--- src/rtl/product_bcd_converter.sv ---
// Sequential binary-to-BCD converter (double-dabble, one shift per clock) feeding
// the seven-segment driver with packed BCD digits and leading-zero blank flags.
module product_bcd_converter #(
  parameter int unsigned BIN_W  = 10,
  parameter int unsigned DIGITS = 4
) (
  input  logic                  clk,
  input  logic                  rst,
  input  logic                  start,
  input  logic [BIN_W-1:0]      bin,
  output logic                  busy,
  output logic                  done,
  output logic [4*DIGITS-1:0]   bcd,
  output logic [DIGITS-1:0]     blank
);

  localparam int unsigned BCD_W = 4 * DIGITS;
  localparam int unsigned CNT_W = $clog2(BIN_W + 1);
  localparam logic [DIGITS-1:0] BLANK_RST = {{(DIGITS-1){1'b1}}, 1'b0};

  typedef enum logic {
    IDLE,
    SHIFT
  } state_e;

  state_e             state_q;
  logic [BIN_W-1:0]   shift_q;
  logic [BIN_W-1:0]   shift_d;
  logic [BCD_W-1:0]   scratch_q;
  logic [BCD_W-1:0]   scratch_d;
  logic [BCD_W-1:0]   adj;
  logic [CNT_W-1:0]   cnt_q;
  logic [CNT_W-1:0]   cnt_d;
  logic               busy_q;
  logic               done_q;
  logic [BCD_W-1:0]   bcd_q;
  logic [DIGITS-1:0]  blank_q;
  logic [DIGITS-1:0]  blank_d;
  logic               zero_run;

  // One double-dabble step: add-3 on every digit >= 5, then shift {scratch, shift} left.
  always_comb begin
    adj = scratch_q;
    for (int d = 0; d < int'(DIGITS); d++) begin
      if (scratch_q[4*d +: 4] >= 4'd5) begin
        adj[4*d +: 4] = scratch_q[4*d +: 4] + 4'd3;
      end
    end
    scratch_d = {adj[BCD_W-2:0], shift_q[BIN_W-1]};
    shift_d   = {shift_q[BIN_W-2:0], 1'b0};
    cnt_d     = cnt_q - CNT_W'(1);
  end

  // Leading-zero flags: a digit blanks only if it and every higher digit are zero.
  always_comb begin
    blank_d  = '0;
    zero_run = 1'b1;
    for (int i = int'(DIGITS) - 1; i >= 1; i--) begin
      zero_run   = zero_run & (scratch_d[4*i +: 4] == 4'd0);
      blank_d[i] = zero_run;
    end
  end

  always_ff @(posedge clk or posedge rst) begin
    if (rst) begin
      state_q   <= IDLE;
      shift_q   <= '0;
      scratch_q <= '0;
      cnt_q     <= '0;
      busy_q    <= 1'b0;
      done_q    <= 1'b0;
      bcd_q     <= '0;
      blank_q   <= BLANK_RST;
    end else begin
      done_q <= 1'b0;
      case (state_q)
        IDLE: begin
          if (start) begin
            shift_q   <= bin;
            scratch_q <= '0;
            cnt_q     <= CNT_W'(BIN_W);
            busy_q    <= 1'b1;
            state_q   <= SHIFT;
          end
        end
        SHIFT: begin
          scratch_q <= scratch_d;
          shift_q   <= shift_d;
          cnt_q     <= cnt_d;
          // Last shift: publish the result and return to IDLE.
          if (cnt_q == CNT_W'(1)) begin
            bcd_q   <= scratch_d;
            blank_q <= blank_d;
            done_q  <= 1'b1;
            busy_q  <= 1'b0;
            state_q <= IDLE;
          end
        end
        default: begin
          state_q <= IDLE;
          busy_q  <= 1'b0;
        end
      endcase
    end
  end

  assign busy  = busy_q;
  assign done  = done_q;
  assign bcd   = bcd_q;
  assign blank = blank_q;

endmodule

--- config.mk ---
export PLATFORM = sky130hd
export DESIGN_NAME = product_bcd_converter
export DESIGN_NICKNAME = d
export VERILOG_FILES = /design/src/rtl/product_bcd_converter.sv
export SDC_FILE = /design/constraint.sdc
export NUM_CORES = 1
export LEC_CHECK = 0
export CELL_PAD_IN_SITES_DETAIL_PLACEMENT = 1
export CELL_PAD_IN_SITES_GLOBAL_PLACEMENT = 1
export CORE_MARGIN = 2
export CORE_UTILIZATION = 30
export DETAILED_ROUTE_END_ITERATION = 7
export PLACE_DENSITY_LB_ADDON = 0.05
export SYNTH_ARGS = -nofsm -noshare
export SYNTH_HDL_FRONTEND = slang
export SYNTH_SLANG_ARGS = --single-unit
--- constraint.sdc ---
create_clock -name clk -period 1.8 [get_ports clk]
set_clock_uncertainty 0.15 [all_clocks]
set_input_delay 0.45 -clock clk [delete_from_list [all_inputs] [get_ports clk]]
set_output_delay 0.45 -clock clk [all_outputs]
set_load 0.005 [all_outputs]
==> impl_metrics.csv <==
group,metric,value,unit
floorplanning,die_h,94.3,um
finish,final_util,43.9,%
sta,tns,0,ps
finish,area_growth,40.2,%
clock_network,cts_tree,"yes",
setup_path,critPathKind,"reg2reg",
floorplanning,core_area,7810,um2
logic_synthesis,synth_seq_cells,52,
floorplanning,die_x,94.3,um
logic_synthesis,yosysSeqAreaShare,53.4,%
finish,antenna_cells,0,
route,detail-route-antenna-nets,0,
logic_synthesis,ys.flop_type,"dfrtp_1",
setup_path,path_max_fanout,3,
clock_network,root_buffer,"clkbuf_8",
setup_path,crit_arrival,1870,ps
global_routing,grtUsageMet3,2.89,%
global_routing,grt_pass1_wl,9.85,mm
sta,final_max_slew_viol_count,0,
clock_network,htreeDepth,2,
route,via_count,2036,
global_routing,gr-usage-all-layers,14.3,%
flow_run,drv_cap,0,
placement,portBuffers,33,
setup_path,endpoint_kind,"flip-flop",
clock_network,numCtsBuffers,5,
logic_synthesis,ys_types,33,
sta,fin_crit_sh,99.3,%
route,drt_wl_total,6.00,mm
finish,layout_commonest_cell,"nand2_1",
global_routing,met1_usage,19.1,%
global_routing,grt.met2_usage,22.7,%
clock_network,cts_hold_buf,0,
clock_network,clkLatencyLatePin,320,ps
finish,mostFrequentLayoutCells,"nand2_1 (53), dfrtp_1 (47), buf_4 (36)",
pwr,power_density,1720,nW/um2
sta,period_minus_slack,1790,ps
sta,setup_violations,0,
logic_synthesis,synth_edf_count,0,
sta,worst_hold_slack,312,ps
logic_synthesis,syn_area_per_cell,9.70,um2
clock_network,cts.sinks,52,
logic_synthesis,syn_nets,275,
finish,drive_above_1_share,25.5,%
route,wire_per_inst,14.3,um
setup_path,crit_path_start_kind,"flip-flop",
sta,hold_viol_final,0,
logic_synthesis,synth_warnings,0,
hold_path,hp-class,"reg2reg",
route,vias_per_cell,4.85,
floorplanning,rows,32,
route,dr.pass1.iters,4,
floorplanning,dieArea,8890,um2
setup_path,cp_data_required_time,1880,ps
outcome,status,"complete, no violations",
global_routing,antenna_found_initial,0,
global_routing,grt_pass1_vias,2017,
global_routing,grt_max_degree,53,
global_routing,busiest_layer,"met2",
clock_network,clockBufferDepth,2,
sta,rsz0062_at_grt,"yes",
global_routing,grt_overflow,0,
logic_synthesis,async_reset_ff_share,100,%
logic_synthesis,syn_inst,252,
finish,nets,340,
pwr,ir_drop,0.554,mV
route,drtIter0Drc,59,
route,drc,0,
sta,fmax,560,MHz
pwr,p_leak,1.67,nW
logic_synthesis,syn_area,2440,um2
placement,gp_congestion,0.708,
placement,hpwl,3.95,mm
floorplanning,ios,35,
floorplanning,start_util,31.3,%
pwr,total_power,0.00589,W
clock_network,path_clk_slew,90,ps
-- synthesized netlist by cell type (2+ instances only) --
cell      number  area (um2)
nand2_1       53         199
mux2i_1       11         110
clkbuf_1      10        37.5
and3_1         2        12.5
dfstp_2        3        78.8
o22ai_1       15        93.8
nor3b_1        7        52.6
mux2_2         2        22.5
or3_1          2        12.5
xnor2_1        5        43.8
o21ai_1        3        15.0
nand2b_1       4        25.0
nor2_1         9        33.8
dfrtp_1       49        1230
o21ai_0       25         125
a21oi_1       15        75.1
inv_1         11        41.3
ha_1          10         125
buf_1          2        7.51
-- per-layer routing --
layer  wire [um]  part of all wire [%]  up-vias
met2        2870                    48       33
met4         101                   1.7        0
li1            -                     -      982
met1        2820                    47     1013
met5           0                     0        -
met3         207                   3.5        8
-- flip-flops by register name (all words and copies together) (netlist names) --
register / count
state_q: 1
done: 1
bcd: 16
blank: 3
cnt_q: 4
scratch_q: 16
shift_q: 10
busy: 1
-- worst paths after layout --
check | start | end | slack (ps) | cells past startpoint
max | cnt_q[1]$_DFFE_PP0P_ | blank[1]$_DFFE_PP1P_ | 10 | 7
min | blank[3]$_DFFE_PP1P_ | blank[3]$_DFFE_PP1P_ | 310 | 2
max reg2reg | cnt_q[1]$_DFFE_PP0P_ | blank[1]$_DFFE_PP1P_ | 10 | 7
min reg2reg | blank[3]$_DFFE_PP1P_ | blank[3]$_DFFE_PP1P_ | 310 | 2
max in group asynchronous | rst | blank[1]$_DFFE_PP1P_ | 830 | 3
min in group asynchronous | rst | bcd[0]$_DFFE_PP0P_ | 390 | 3
-- worst max-delay path: stages (launching register included) --
cell and delay, ps:
dfrtp_1 400, inv_2 60, ha_1 130, or4b_4 490, clkinv_4 60, and2_4 150
o211ai_4 90, o31ai_2 180
-- report_power, final --
| part | internal, W | total (W) | switching, W |
|---|---|---|---|
| Sequential | 0.00167 | 0.00204 | 0.000366 |
| Combinational | 0.00166 | 0.00314 | 0.00148 |
| Clock | 0.000315 | 0.000712 | 0.000397 |
| Total | 0.00365 | 0.00589 | 0.00224 |
-- metrics by stage --
stage / cell area (um2) / worst slack [ps] / cells
2_1_floorplan: 2450 / -26.5 / 252
3_3_place_gp: 3120 / -61.8 / 406
3_5_place_dp: 3120 / -89.2 / 406
4_1_cts: 3270 / 1.89 / 417
5_1_grt: 3430 / -80.7 / 420
6_report: 3430 / 12.9 / 420
-- cell type report --
cell class | instances | area [um2]
Timing Repair Buffer | 72 | 679
Inverter | 13 | 57.6
Multi-Input combinational cell | 173 | 1170
Clock buffer | 8 | 90.1
Tap cell | 102 | 128
Fill cell | 877 | 4380
Sequential cell | 52 | 1310
-- what timing repair did --
| item | 4_1_cts | 5_1_grt |
|---|---|---|
| gates resized for setup | 15 | 40 |
| endpoints found under the setup margin | 21 | 34 |
| buffers inserted | 3 | 4 |
| pin swaps | 4 | 3 |
| endpoints found under the hold margin | 0 | 0 |
-- kinds of logic (layout without fill, tap and decap cells) --
| group | after synthesis | count (layout) | share of synthesized area, % |
|---|---|---|---|
| xor gates and xnor gates | 5 | 5 | 1.79 |
| adders and majority gates | 10 | 10 | 5.12 |
| AOI/OAI and AO/OA | 63 | 63 | 14.6 |
| DFF | 52 | 52 | 53.4 |
| other | 1 | 1 | 0.153 |
| buffers and inverters | 27 | 93 | 4.55 |
| and+or+nand+nor | 81 | 81 | 14.9 |
| muxes | 13 | 13 | 5.42 |
Power figures use the tool's default switching activity.
